===== config.mk =====
export PLATFORM = sky130hd
export DESIGN_NAME = proc_test_sequencer
export DESIGN_NICKNAME = d
export VERILOG_FILES = /design/src/rtl/proc_test_pkg.sv /design/src/rtl/proc_test_sequencer_test_table.sv /design/src/rtl/proc_test_sequencer.sv
export SDC_FILE = /design/constraint.sdc
export NUM_CORES = 1
export LEC_CHECK = 0
export ABC_AREA = 1
export BUFFER_PORTS_ARGS = -buffer_cell sky130_fd_sc_hd__clkbuf_2
export CAP_MARGIN = 25
export CORE_MARGIN = 2
export CORE_UTILIZATION = 52
export CTS_CLUSTER_SIZE = 24
export DETAILED_ROUTE_END_ITERATION = 10
export PLACE_DENSITY = 0.76
export SETUP_SLACK_MARGIN = 0.15
export SYNTH_ARGS = -nofsm -noshare
export SYNTH_HDL_FRONTEND = slang
export SYNTH_HIERARCHICAL = 1
export SYNTH_SLANG_ARGS = --single-unit

===== constraint.sdc =====
create_clock -name clk -period 10.78 [get_ports clk]
set_clock_uncertainty 0.2 [all_clocks]
set_input_delay 1.617 -clock clk [delete_from_list [all_inputs] [get_ports clk]]
set_output_delay 1.617 -clock clk [all_outputs]
set_load 0.03 [all_outputs]

===== src/rtl/proc_test_pkg.sv =====
// Shared types and helpers for the processor test sequencer.
package proc_test_pkg;

  localparam int DEF_DATA_W = 64;

  typedef enum logic [1:0] {
    ST_IDLE,
    ST_RST,
    ST_RUN,
    ST_DONE
  } state_t;

  // Returns at least 1 so that single-entry configurations still get a usable index width
  function automatic int clog2(input int value);
    int r;
    r = 0;
    while ((1 << r) < value) r++;
    return (r < 1) ? 1 : r;
  endfunction

endpackage


===== src/rtl/proc_test_sequencer_test_table.sv =====
// Checkpoint table: per-entry end PC and expected result, with a combinational read port.
module test_table
  import proc_test_pkg::*;
#(
  parameter int NUM_TESTS = 4,
  parameter int DATA_W    = DEF_DATA_W,
  localparam int IDX_W    = clog2(NUM_TESTS)
) (
  input  logic              clk,
  input  logic              we,
  input  logic [IDX_W-1:0]  wr_idx,
  input  logic [DATA_W-1:0] wr_end_pc,
  input  logic [DATA_W-1:0] wr_expect,
  input  logic [IDX_W-1:0]  rd_idx,
  output logic [DATA_W-1:0] rd_end_pc,
  output logic [DATA_W-1:0] rd_expect
);

  logic [DATA_W-1:0] end_pc_mem [NUM_TESTS];
  logic [DATA_W-1:0] expect_mem [NUM_TESTS];

  // Contents are deliberately not reset so a table survives a run abort
  always_ff @(posedge clk) begin
    if (we && (int'(wr_idx) < NUM_TESTS)) begin
      end_pc_mem[wr_idx] <= wr_end_pc;
      expect_mem[wr_idx] <= wr_expect;
    end
  end

  assign rd_end_pc = end_pc_mem[rd_idx];
  assign rd_expect = expect_mem[rd_idx];

endmodule


===== src/rtl/proc_test_sequencer.sv =====
// Run controller: resets the core, waits for each checkpoint PC, scores results, enforces a watchdog.
module proc_test_sequencer
  import proc_test_pkg::*;
#(
  parameter int NUM_TESTS    = 4,
  parameter int DATA_W       = DEF_DATA_W,
  parameter int WDOG_W       = 16,
  parameter int WDOG_LIMIT   = 255,
  parameter int RESET_CYCLES = 2,
  localparam int IDX_W       = clog2(NUM_TESTS),
  localparam int CNT_W       = clog2(NUM_TESTS + 1),
  localparam int RST_W       = clog2(RESET_CYCLES + 1)
) (
  input  logic                 clk,
  input  logic                 reset,
  input  logic                 start,
  input  logic [DATA_W-1:0]    start_pc,
  input  logic                 cfg_we,
  input  logic [IDX_W-1:0]     cfg_idx,
  input  logic [DATA_W-1:0]    cfg_end_pc,
  input  logic [DATA_W-1:0]    cfg_expect,
  input  logic [DATA_W-1:0]    currentpc,
  input  logic [DATA_W-1:0]    memtoreg,
  output logic                 dut_resetl,
  output logic [DATA_W-1:0]    dut_startpc,
  output logic                 busy,
  output logic                 done,
  output logic [IDX_W-1:0]     cur_test,
  output logic [NUM_TESTS-1:0] pass_mask,
  output logic [CNT_W-1:0]     pass_count,
  output logic                 all_pass,
  output logic                 wdog_expired
);

  state_t              state, state_n;
  logic [RST_W-1:0]    rst_cnt, rst_cnt_n;
  logic [WDOG_W-1:0]   wdog, wdog_n, wdog_inc;
  logic [IDX_W-1:0]    cur_test_n;
  logic [NUM_TESTS-1:0] pass_mask_n;
  logic [CNT_W-1:0]    pass_count_n;
  logic                wdog_expired_n;
  logic [DATA_W-1:0]   startpc_n;
  logic [DATA_W-1:0]   tbl_end_pc, tbl_expect;
  logic                hit, match;

  test_table #(
    .NUM_TESTS (NUM_TESTS),
    .DATA_W    (DATA_W)
  ) u_table (
    .clk       (clk),
    .we        (cfg_we && !busy),
    .wr_idx    (cfg_idx),
    .wr_end_pc (cfg_end_pc),
    .wr_expect (cfg_expect),
    .rd_idx    (cur_test),
    .rd_end_pc (tbl_end_pc),
    .rd_expect (tbl_expect)
  );

  assign hit      = (currentpc >= tbl_end_pc);
  assign match    = (memtoreg == tbl_expect);
  assign wdog_inc = wdog + WDOG_W'(1);

  always_comb begin
    state_n        = state;
    rst_cnt_n      = rst_cnt;
    wdog_n         = wdog;
    cur_test_n     = cur_test;
    pass_mask_n    = pass_mask;
    pass_count_n   = pass_count;
    wdog_expired_n = wdog_expired;
    startpc_n      = dut_startpc;
    case (state)
      ST_IDLE, ST_DONE: begin
        if (start) begin
          state_n        = ST_RST;
          startpc_n      = start_pc;
          rst_cnt_n      = '0;
          wdog_n         = '0;
          cur_test_n     = '0;
          pass_mask_n    = '0;
          pass_count_n   = '0;
          wdog_expired_n = 1'b0;
        end
      end
      ST_RST: begin
        if (rst_cnt == RST_W'(RESET_CYCLES - 1)) state_n = ST_RUN;
        else rst_cnt_n = rst_cnt + RST_W'(1);
      end
      ST_RUN: begin
        wdog_n = wdog_inc;
        if (hit) begin
          if (match) begin
            pass_mask_n[cur_test] = 1'b1;
            pass_count_n          = pass_count + CNT_W'(1);
          end
          if (cur_test == IDX_W'(NUM_TESTS - 1)) state_n = ST_DONE;
          else cur_test_n = cur_test + IDX_W'(1);
        end
        // A hit in the limit cycle is still scored above before the abort
        if (wdog_inc >= WDOG_W'(WDOG_LIMIT)) begin
          wdog_expired_n = 1'b1;
          state_n        = ST_DONE;
        end
      end
      default: state_n = ST_IDLE;
    endcase
  end

  always_ff @(posedge clk) begin
    if (reset) begin
      state        <= ST_IDLE;
      rst_cnt      <= '0;
      wdog         <= '0;
      cur_test     <= '0;
      pass_mask    <= '0;
      pass_count   <= '0;
      wdog_expired <= 1'b0;
      dut_startpc  <= '0;
    end else begin
      state        <= state_n;
      rst_cnt      <= rst_cnt_n;
      wdog         <= wdog_n;
      cur_test     <= cur_test_n;
      pass_mask    <= pass_mask_n;
      pass_count   <= pass_count_n;
      wdog_expired <= wdog_expired_n;
      dut_startpc  <= startpc_n;
    end
  end

  assign busy       = (state == ST_RST) || (state == ST_RUN);
  assign done       = (state == ST_DONE);
  assign dut_resetl = (state != ST_RST);
  assign all_pass   = done && (pass_count == CNT_W'(NUM_TESTS));

endmodule


# Yosys cells after proc, flatten, opt, wreduce, memory -nomap -nowiden
# Memory sizes are Yosys's and may differ from the RTL's. A register that Yosys moved wholly into a read port is not among the register bits.
# Index checks and enable logic that the tools add are counted.
# totals
register_bits	94
mem_bits_rw	512
input_bits	326
output_inout_bits	78
elab_cells	85
n_memories	2
# mem_list
name	depth	word_bits	read_ports	rd_clocked_by_memory_dff	wr	line_no	source
u_table.end_pc_mem	4	64	1	1	1	proc_test_sequencer_test_table.sv:19	logic [DATA_W-1:0] end_pc_mem [NUM_TESTS];
u_table.expect_mem	4	64	1	1	1	proc_test_sequencer_test_table.sv:20	logic [DATA_W-1:0] expect_mem [NUM_TESTS];
# classes
add_sub_neg	4
magnitude_cmp	4
n_eq_ne	17
n_mux	33
bitwise_logic	1
n_reduce_logical	16
# ops
operator	count
equality test 64 bit	1
greater-or-equal comparator 64 bit	1
case mux 16 bit (2 select lines)	1
two-way mux 2 bit	13
adder 16 x 1 -> 16 bit (second input constant)	1
greater-or-equal comparator 16 x 8 -> 1 bit (second input constant)	1
two-way mux 16 bit	1
!= test 2 bit (second input constant)	7
two-way mux 4 bit	3
AND reduction 4 bit	3
two-way mux 3 bit	3
case mux 2 bit (2 select lines)	2
case mux 4 bit (2 select lines)	1
equality test 2 bit (second input constant)	3
!= test 3 bit (second input constant)	2
case mux 2 bit (3 select lines)	1
case mux 3 bit (2 select lines)	1
AND reduction 3 bit	2
two-way mux 1 bit	5
adder 2 x 1 -> 2 bit (second input constant)	2
equality test 2 x 1 -> 1 bit (second input constant)	2
bitwise OR 4 bit	1
AND reduction 2 bit	2
nonzero test 2 bit	2
other kinds (12)	14

# Longest topological paths before layout
# logic_depth
word_depth	8
mapped_depth	26
mapped_depth_nobuf	23

# Modules after synthesis
# Netlist, hierarchy kept.
# modules_own_cells
module	n_inst	cells_per_inst	area_per_inst_um2	seq_area_each_um2
test_table	1	2014	21658.3	15374.7
proc_test_sequencer	1	936	6449.9	1881.8

# Worst setup path before layout
# No wires, ideal clock.
# synth_path
kind	in2reg
start	in cfg_idx[1]
end	mem u_table/end_pc_mem[0][0] (netlist name) (enable)
setup_ns	0.774
arrival_ns	10.451
required_ns	9.806
slack_ns	-0.645
stages	1
n_path_buf	0
path_cell_list	nor3_1
# synth_rtl
element	line_no	source
start, declared	proc_test_sequencer.sv:19	input logic [IDX_W-1:0] cfg_idx,
end, declared	proc_test_sequencer_test_table.sv:19	
# No word-level cell before the write port.

# Worst setup path in the final report
# layout_path
start	reg cur_test[0]
end	out cur_test[0]
# layout_rtl
element	line_no	source
start, declared	proc_test_sequencer.sv:28	output logic [IDX_W-1:0] cur_test,
start signal, assigned	proc_test_sequencer.sv:124	cur_test <= cur_test_n;
# No word-level cell between the ends.

==> results_dict.tcl <==
set metrics [dict create \
    cp-start-kind "flop" \
    r2r-start "cur_test[0]$_SDFFE_PP0P_" \
    whs_endpoint "wdog_expired$_SDFFE_PP0P_" \
    rsz0062_at_grt "false" \
    rows 85 \
    worstPathCellList "buf_4 -> buf_4 -> clkbuf_2" \
    ys_ff_latch 606 \
    finalCriticalPeriod_ns 5.06 \
    synth_cell_types 38 \
    yosysTopAreaCell "edfxtp_1" \
    synthToLayoutAreaGrowth_pct 15.8 \
    grt_first_pass_wirelength_um 99000 \
    holdBufCountCts 0 \
    cts_tree "yes" \
    worstRegToRegCells 21 \
    grt_max_degree 129 \
    synth_edf_count 512 \
    netlist_top_cells_area "edfxtp_1 (55%), nand2_1 (10%), inv_1 (8.5%)" \
    synth_top_area_share_pct 54.7 \
    critical_path.max_stage_delay_ns 0.78 \
    die_w_um 236 \
    drt_first_pass_iters 5 \
    cp_max_fo 70 \
    p_leak_nw 15.3 \
    fin_util_pct 60.7 \
    drv_cap 0 \
    status "completed" \
    drtIter0Drc 1174 \
    reg2reg_slack_ns 6.19 \
    path_clk_slew_ns 0.06 \
    cts_buffers 61 \
    hold_path_startpoint "wdog_expired$_SDFFE_PP0P_" \
    critPathSlowestCell "dfxtp_4" \
    start_util_pct 52.4 \
    worst_pin_slew_ns 1.17 \
    critPathArrivalTime_ns 3.24 \
    layout-drive-gt1-share_pct 16.2 \
    clk_latency_ns 0.63 \
    fin_area_um2 32600 \
    synthArstFlopShare_pct 0 \
    fmax_ghz 0.198 \
    antenna_found_initial 12 \
    wl_um 64000 \
    pre_cts_ws_ns 6.16 \
    design.core.area_um2 53600 \
    track_usage_pct 22.6 \
    netlist_area_um2 28100 \
    fin_crit_sh_pct 47.0 \
    mostFrequentLayoutCells "nand2_1 (777), inv_1 (637), edfxtp_1 (512), clkbuf_2 (403), nand3_1 (282)" \
    ios 404 \
    ys_seq_area_share_pct 61.4 \
    cts.repair.resized 0 \
    powerDensity_nw_per_um2 215 \
    cp_num_cells 3 \
    place.gp.congestion 0.830 \
    cts_root_buf "clkbuf_16" \
    cts_setup_buffers 0 \
    syn_inst 2950 \
    drc 0 \
    critPathBufInv 3 \
    port_buffers 403 \
    fin_tns_setup_ns 0 \
    hold_depth 2 \
    htree_num_levels 2 \
    final_antenna_net_count 0 \
    clock-sinks 606 \
    relSlewSlack_pct 21.8 \
    syn_area_per_cell_um2 9.53 \
    final_common_cell "nand2_1" \
    path_delay_family "buffers and inverters" \
    synth-main-ff-cell "edfxtp_1" \
    end_kind "primary output" \
    vias 19900 \
    vias_per_cell 4.89 \
    cpMostUsedCell "buf_4" \
    nets 3727 \
    hold_ws_ns 0.260 \
    wire_per_inst_um 15.7 \
    crit_type "reg2out" \
    r2r_end "state[0]$_SDFFE_PP0P_" \
    hold_viol 0 \
    required_ns 8.96 \
    drv_slew 0 \
    fp.dieH_um 236 \
    gr-total-overflow 0 \
    vdd_ir_drop_max_mv 0.163 \
    synth.net_count 3353 \
    yosys_warnings 6 \
    clock_path_buffers 3 \
    grt_pass1_vias 18900 \
    hp-class "reg2reg" \
    setup_viol 0 \
    setup_slack_ns 5.72 \
    dp_hpwl_um 39800 \
    die_area_um2 55900 \
    dpl_cell_area_um2 30500 \
]
==> routing by layer <==
metal	share of wire, %	up-vias	GRT usage [%]	wire, µm
li1	-	10000	-	-
met1	41	9177	28.1	26200
met2	49	601	39.2	31500
met3	7.2	122	4.91	4630
met4	2.5	14	7.50	1590
met5	0.14	-	0	92
==> synth_stat cells, types with 2 or more instances <==
cell type,instances
buf_4,2
a21o_1,2
edfxtp_1,512
dfxtp_1,94
buf_2,52
inv_2,3
clkbuf_1,23
nand3_2,2
o22ai_1,2
nand2_1,777
o21ai_0,78
ha_1,77
buf_6,33
inv_1,638
nor2_1,191
a211oi_1,2
nor2_2,4
a21oi_1,52
nand4_1,19
nor3_2,2
nor3_1,12
or2_2,3
nand2_2,4
nand3_1,282
xnor2_1,56
o21a_1,4
xor2_1,13
==> how the worst max path moves through the flow <==
| stage | start | to | slack (ns) |
|---|---|---|---|
| 6_report | cur_test[0]$_SDFFE_PP0P_ | cur_test[0] | 5.72 |
| 3_3_place_gp | cur_test[1]$_SDFFE_PP0P_ | state[1]$_SDFFE_PP0P_ | 6.20 |
| 4_1_cts | cur_test[0]$_SDFFE_PP0P_ | cur_test[0] | 5.64 |
| 3_5_place_dp | cur_test[1]$_SDFFE_PP0P_ | state[0]$_SDFFE_PP0P_ | 6.16 |
| 2_1_floorplan | cfg_we | u_table/end_pc_mem[1][0]$_DFFE_PP_ | 3.33 |
| 5_1_grt | cur_test[0]$_SDFFE_PP0P_ | cur_test[0] | 5.50 |
==> stage by stage <==
stage                     total power, mW  cells
after global routing                 7.39   4072
after floorplan                      4.43   2950
after CTS                            7.05   4065
final                                6.99   4072
after detailed placement             4.94   3955
after global placement               4.90   3955
==> where the power goes <==
part | switching (mW) | total [mW] | internal (mW)
clock network | 0.875 | 2.10 | 1.22
registers | 0.117 | 2.94 | 2.82
logic | 1.33 | 1.96 | 0.630
==> kinds of logic (layout without fill, tap and decap cells) <==
group                      count (synthesis)  count (layout)  share of synthesized area, %
xor gates and xnor gates                  69              69                          2.15
adders and majority gates                 77              77                          3.43
AOI/OAI and AO/OA                        144             144                          2.68
and+or+nand+nor                         1301            1301                          19.1
DFF                                      606             606                          61.4
other                                      0               5                             0
buffers and inverters                    753            1174                          11.2
==> worst reg2reg max path, delay by kind of cell, from the launching register on <==
family / cells / cell delay (ns)
adders and majority gates: 1 / 0.24
DFF: 1 / 0.53
AOI/OAI and AO/OA: 2 / 0.32
and+or+nand+nor: 15 / 1.60
buffers and inverters: 3 / 1.60
==> registers in the layout (all words and copies together) (netlist names) <==
signal and cells:
wdog_expired 1, cur_test 2, pass_mask 4, dut_startpc 64
state 2, rst_cnt 2, pass_count 3, u_table/expect_mem 256
wdog 16, u_table/end_pc_mem 256
==> area by class of cell <==
cell class / count / area [µm²]
Inverter: 642 / 2420
Tap cell: 696 / 871
Antenna cell: 5 / 12.5
Sequential cell: 606 / 17300
Clock buffer: 85 / 1810
Timing Repair Buffer: 422 / 2220
Clock inverter: 25 / 209
Fill cell: 4394 / 21000
Multi-Input combinational cell: 1591 / 7750
Power figures use the tool's default switching activity.
